## config.mk

```make
export PLATFORM = sky130hd
export DESIGN_NAME = comparator_4_serial
export DESIGN_NICKNAME = d
export VERILOG_FILES = /design/src/rtl/comparator_4_serial.sv
export SDC_FILE = /design/constraint.sdc
export NUM_CORES = 1
export LEC_CHECK = 0
export CAP_MARGIN = 20
export CELL_PAD_IN_SITES_DETAIL_PLACEMENT = 0
export CELL_PAD_IN_SITES_GLOBAL_PLACEMENT = 1
export CORE_UTILIZATION = 32
export DETAILED_ROUTE_END_ITERATION = 7
export PLACE_DENSITY = 0.86
export RECOVER_POWER = 50
export SLEW_MARGIN = 20
export SYNTH_ARGS = -nofsm -noshare
export SYNTH_HDL_FRONTEND = slang
export SYNTH_SLANG_ARGS = --single-unit
```

## constraint.sdc

```tcl
create_clock -name clk -period 2.75 [get_ports clk]
set_input_delay 0.55 -clock clk [delete_from_list [all_inputs] [get_ports clk]]
set_output_delay 0.55 -clock clk [all_outputs]
set_load 0.01 [all_outputs]
```

## src/rtl/comparator_4_serial.sv

```systemverilog
// ---------------------------------------------------------------------------
// comparator_4_serial
//
// Purpose:
//   Bit-serial unsigned magnitude comparator. Two N-bit operands arrive one
//   bit pair per transfer, least significant bit first. A running relation
//   is updated on every transfer. Because each later bit is more significant,
//   any differing bit overrides whatever relation was recorded before it.
//   Once N bit pairs have been accepted, the final relation is presented as
//   a registered result that is held until the consumer takes it.
//
// Ports:
//   clk        in   single clock, all state changes on the rising edge
//   rst        in   synchronous active-high reset, wins over every input
//   bit_valid  in   a_bit/b_bit carry a bit pair this cycle
//   bit_ready  out  block accepts a bit pair this cycle (low while DONE)
//   a_bit      in   serial bit of operand A, LSB first
//   b_bit      in   serial bit of operand B, LSB first
//   res_valid  out  Eq/Gt/St hold a completed comparison
//   res_ready  in   consumer accepts the result
//   Eq         out  A == B (only meaningful while res_valid=1, else 0)
//   Gt         out  A >  B (only meaningful while res_valid=1, else 0)
//   St         out  A <  B (only meaningful while res_valid=1, else 0)
//   bit_cnt    out  number of bit pairs accepted in the current operation
// ---------------------------------------------------------------------------
module comparator_4_serial #(
  parameter int N = 4
) (
  input  logic                   clk,
  input  logic                   rst,
  input  logic                   bit_valid,
  output logic                   bit_ready,
  input  logic                   a_bit,
  input  logic                   b_bit,
  output logic                   res_valid,
  input  logic                   res_ready,
  output logic                   Eq,
  output logic                   Gt,
  output logic                   St,
  output logic [$clog2(N+1)-1:0] bit_cnt
);

  localparam int CW = $clog2(N+1);

  typedef enum logic [1:0] {
    IDLE  = 2'd0,
    SHIFT = 2'd1,
    DONE  = 2'd2
  } state_t;

  typedef enum logic [1:0] {
    REL_EQ = 2'd0,
    REL_GT = 2'd1,
    REL_LT = 2'd2
  } rel_t;

  state_t          r_state;
  state_t          w_stateNext;
  rel_t            r_rel;
  rel_t            w_relNext;
  rel_t            w_relUpdated;
  logic [CW-1:0]   r_bitCnt;
  logic [CW-1:0]   w_bitCntNext;
  logic            w_transfer;

  // A transfer only happens when the producer offers a pair and we are not
  // sitting on an unconsumed result.
  assign bit_ready  = (r_state != DONE);
  assign w_transfer = bit_valid && bit_ready;

  // Relation after folding in the current bit pair. The first transfer of an
  // operation starts from EQ, so a stale relation can never leak in from the
  // previous operation. Equal bits keep the base; a differing bit overrides
  // it because it is more significant than everything seen so far.
  always_comb begin
    rel_t w_base;
    w_base = (r_state == IDLE) ? REL_EQ : r_rel;
    w_relUpdated = w_base;
    if (a_bit != b_bit) begin
      w_relUpdated = a_bit ? REL_GT : REL_LT;
    end
  end

  // Next-state logic. Everything holds unless a transfer or a result
  // handshake occurs, so gaps in bit_valid and early res_ready are harmless.
  always_comb begin
    w_stateNext  = r_state;
    w_relNext    = r_rel;
    w_bitCntNext = r_bitCnt;
    case (r_state)
      IDLE: begin
        if (w_transfer) begin
          w_stateNext  = SHIFT;
          w_relNext    = w_relUpdated;
          w_bitCntNext = CW'(1);
        end
      end
      SHIFT: begin
        if (w_transfer) begin
          w_relNext    = w_relUpdated;
          w_bitCntNext = r_bitCnt + CW'(1);
          if (r_bitCnt == CW'(N-1)) begin
            w_stateNext = DONE;
          end
        end
      end
      DONE: begin
        if (res_ready) begin
          w_stateNext  = IDLE;
          w_relNext    = REL_EQ;
          w_bitCntNext = '0;
        end
      end
      default: begin
        w_stateNext  = IDLE;
        w_relNext    = REL_EQ;
        w_bitCntNext = '0;
      end
    endcase
  end

  // State registers. Reset is synchronous and overrides any transfer or
  // handshake arriving in the same cycle, discarding partial work.
  always_ff @(posedge clk) begin
    if (rst) begin
      r_state  <= IDLE;
      r_rel    <= REL_EQ;
      r_bitCnt <= '0;
    end else begin
      r_state  <= w_stateNext;
      r_rel    <= w_relNext;
      r_bitCnt <= w_bitCntNext;
    end
  end

  // Result outputs come purely from registered state, so there is no
  // combinational path from the serial inputs to Eq/Gt/St.
  always_comb begin
    res_valid = (r_state == DONE);
    Eq        = res_valid && (r_rel == REL_EQ);
    Gt        = res_valid && (r_rel == REL_GT);
    St        = res_valid && (r_rel == REL_LT);
  end

  assign bit_cnt = r_bitCnt;

endmodule
```

# == Word level (Yosys, flattened, before mapping) ==
# Index checks and enable logic that the tools add are counted.
# classes
addsub,1
n_mux,14
n_reduce_logical,10
n_eq_ne,13
# op_table
operator,n
$mux W2,8
$mux W3,3
$pmux W3 S3,1
$ne A2 B2 Y1 const B,4
$pmux W2 S3,1
$reduce_and A3 Y1,2
$eq A2 B1 Y1 const B,2
$eq A2 B2 Y1 const B,2
$logic_and A1 B1 Y1,4
$logic_not A2 Y1,2
$ne A2 B1 Y1 const B,2
$pmux W2 S2,1
$reduce_and A4 Y1,1
$add A3 B1 Y3 const B,1
$eq A3 B2 Y1 const B,1
$ne A3 B1 Y1 const B,1
$reduce_or A2 Y1,1
$ne A1 B1 Y1,1
# word_totals
ff_bits,7
word_cells,41
out_inout_bits,8
in_bits,6

# == Longest topological paths before layout ==
# logic_depth
word_depth,5
depth_mapped,5
mapped_depth_nobuf,5

# == Least setup slack after synthesis ==
# OpenSTA, ideal clock, no wires.
# synth_timing
path_kind,reg-to-output
start,register r_state[0]
end,output St
n_path_buf,1
t_arrival_ps,924
t_required_ps,2200
path_stages_with_launch,4
setup_slack_ps,1276
path_cell_list,dfxtp_1 > buf_6 > nand2b_4 > nor3b_1
# synth_between
elab_chain_cells,2
# synth_rtl
item,line,rtl
from (decl),57,state_t r_state;
from (signal assigned),130,r_state <= w_stateNext;
$eq A2 B2 Y1,139,res_valid = (r_state == DONE);
$logic_and A1 B1 Y1,142,St = res_valid && (r_rel == REL_LT);
to (decl),39,"output logic St,"
# No other way between the ends.

# == Final worst setup path ==
# layout_timing
start,register r_state[1]
end,output St
# Same word-level chain as after synthesis.

==> run metrics <==
status=completed; Clock Path Buffers=2; DIE WIDTH=38.03 um; R2R Path End=bit_cnt[2]; layout net count=73; GPL Wtd Cong=around 0.74; drt drc=0; Slew headroom=77.05%; Syn Area/Cell=9.030 um^2; pwr/cell area=slightly above 400 nW/um^2; EDFF count, synth=0; synthesized instance count=between 40 and 50; H-tree levels=1; DR WL/cell=11.03 um; share of layout cells above drive strength 1=under 10%; cts-stage hold buffer count=0; Synth Register Bits=7; Lkg Pwr=roughly 0.24 nW; Area growth syn-to-layout=37.95%; pre-CTS setup slack=0.7268 ns; root buf cell=clkbuf_4; pin count of the biggest net entering global routing=11; setup TNS=0 ns; hold depth=2; clk slew on worst S/H paths=about 0.050 ns; Setup Fix Bufs, Post-CTS=0; synthesized area=slightly above 400 um^2; synth warn=0; DP HPWL=approximately 650 um; Worst-Margin Slew=0.3434 ns; initial antenna violation count=0; Hold Crit Class=flip-flop to flip-flop; final setup margin=about 0.57 ns; commonest non-fill, non-tap cell in the layout=clkdlybuf4s50_1; Hold EP=bit_cnt[1]; vias in the first global route=approximately 300; Antenna Nets Post-Route=0; initial core utilization=35.93%; Crit. Startpoint=r_state[1]; crit path kind=flip-flop to primary output; CTS Sinks=7; Num CTS Buffers=3; Max-Cap Viols=0; initial DRC count=4; CTS tree=done; Final min period=~2.2 ns; critical path endpoint category=primary output; CORE AREA=1156 um^2; Via density=between 4 and 5; crit share post-route=79.31%; non-filler cells, final=76; worst reg2reg setup slack=~1.6 ns; ys async rst share=0%; PortBufs=13; skew final=0.003309 ns; post-synthesis cell type count=23; crit path DAT=~1.6 ns; post-cts resize count=0; vias=between 300 and 400; Filler cells=between 100 and 150; post-synthesis sequential area ratio=33.73%; Die Area=around 1400 um^2; RSZ-0062 raised after global routing=false; RR Startpoint=r_state[1]; first-pass iteration count of the detailed router=3; setup violators final=0; Die H=approximately 38 um; total routed wirelength=between 800 and 900 um; worst r2r path cells=3; net count after synthesis=56; worst path required time=approximately 2.2 ns; total global-route track usage=a little over an eighth; Main synth FF type=dfxtp_1; CP max FO=8; Ant. Diodes=0; worst hold start=bit_cnt[1]; Max Clk Rate=approximately 460 MHz; row count=12; commonest cells after routing, fill and taps aside=clkdlybuf4s50_1, dfxtp_1, inv_1; IO Pins=14; worst skew pair latency=~0.25 ns; Power Total=between 0.0002 and 0.00025 W; Final Hold Vio Count=0; first-pass GRT wire length=approximately 1300 um; crit path launch type=flip-flop; Pins Over Slew Limit=0; placed instance count=between 70 and 80; peak ir drop on the vdd network=~0.00021 V; grt ovf=0
## cell families (layout without fill, tap and decap cells)
group           Yosys count  in the layout  share of synthesized area, %
compound gates           13             13                         21.99
fa+ha+maj                 4              4                         12.05
buf+inv                   6             22                         7.229
flops                     7              7                         33.73
simple gates             16             16                         25.00
## state kept, by name (all words and copies together), names as in the netlist
name,flops
bit_cnt,3
r_rel,2
r_state,2
## worst max-delay path, stage by stage, from the launching register on
cell and delay [ns]:
dfxtp_1 0.49, nand2b_4 0.12, nor3b_1 0.20, clkdlybuf4s50_1 0.57
## metal layers
layer	global-route usage (%)	vias to the layer above	part of all wire [%]
met5	0	-	0
met4	5.357	0	0
met3	8.721	0	3.3
met2	16.95	4	46
met1	16.31	161	50
li1	-	200	-
## cells in the mapped netlist (2+ instances only)
| cell type | instances | area (um^2) |
|---|---|---|
| dfxtp_1 | 7 | 140.1 |
| inv_1 | 5 | 18.77 |
| ha_1 | 4 | 50.05 |
| nor2_1 | 4 | 15.01 |
| a21oi_1 | 3 | 15.01 |
| a22o_1 | 2 | 17.52 |
| nand3_1 | 2 | 10.01 |
| nor3b_1 | 2 | 15.01 |
| o21ai_0 | 2 | 10.01 |
| o21ai_1 | 2 | 10.01 |
## cell type report
| type | count | area, um^2 | share of cell area, % |
|---|---|---|---|
| multi-input cells | 33 | 240.2 | 41.92 |
| inverters | 5 | 18.77 | 3.275 |
| clock buffers | 4 | 26.28 | 4.585 |
| flip-flops and latches | 7 | 140.1 | 24.45 |
| well taps | 14 | 17.52 | 3.057 |
| repair buffers | 13 | 130.1 | 22.71 |
## worst max path at each step
stage | endpoint | slack [ns]
global route | Gt | 0.45
finish | St | 0.57
CTS | St | 0.55
floorplan | St | 1.28
detailed placement | r_rel[0] | 0.73
global placement | r_rel[1] | 0.75
## power breakdown
| group | internal [W] | switching, W | total, W |
|---|---|---|---|
| logic | 0.0000173 | 0.0000135 | 0.0000309 |
| clock network | 0.0000554 | 0.0000377 | 0.0000931 |
| registers | 0.000106 | 0.00000530 | 0.000111 |
| total | 0.000178 | 0.0000566 | 0.000235 |
## stage by stage
stage          utilization (%)  area (um^2)  hold WS, ns
2_1_floorplan                -        415.4       0.4894
3_3_place_gp             47.73        551.8       0.4861
3_5_place_dp             47.73        551.8       0.4946
4_1_cts                  50.00        578.1       0.5043
5_1_grt                  49.57        573.1       0.5465
6_report                 49.57        573.1       0.4999
Note: power is estimated with default switching activity, not from simulation.
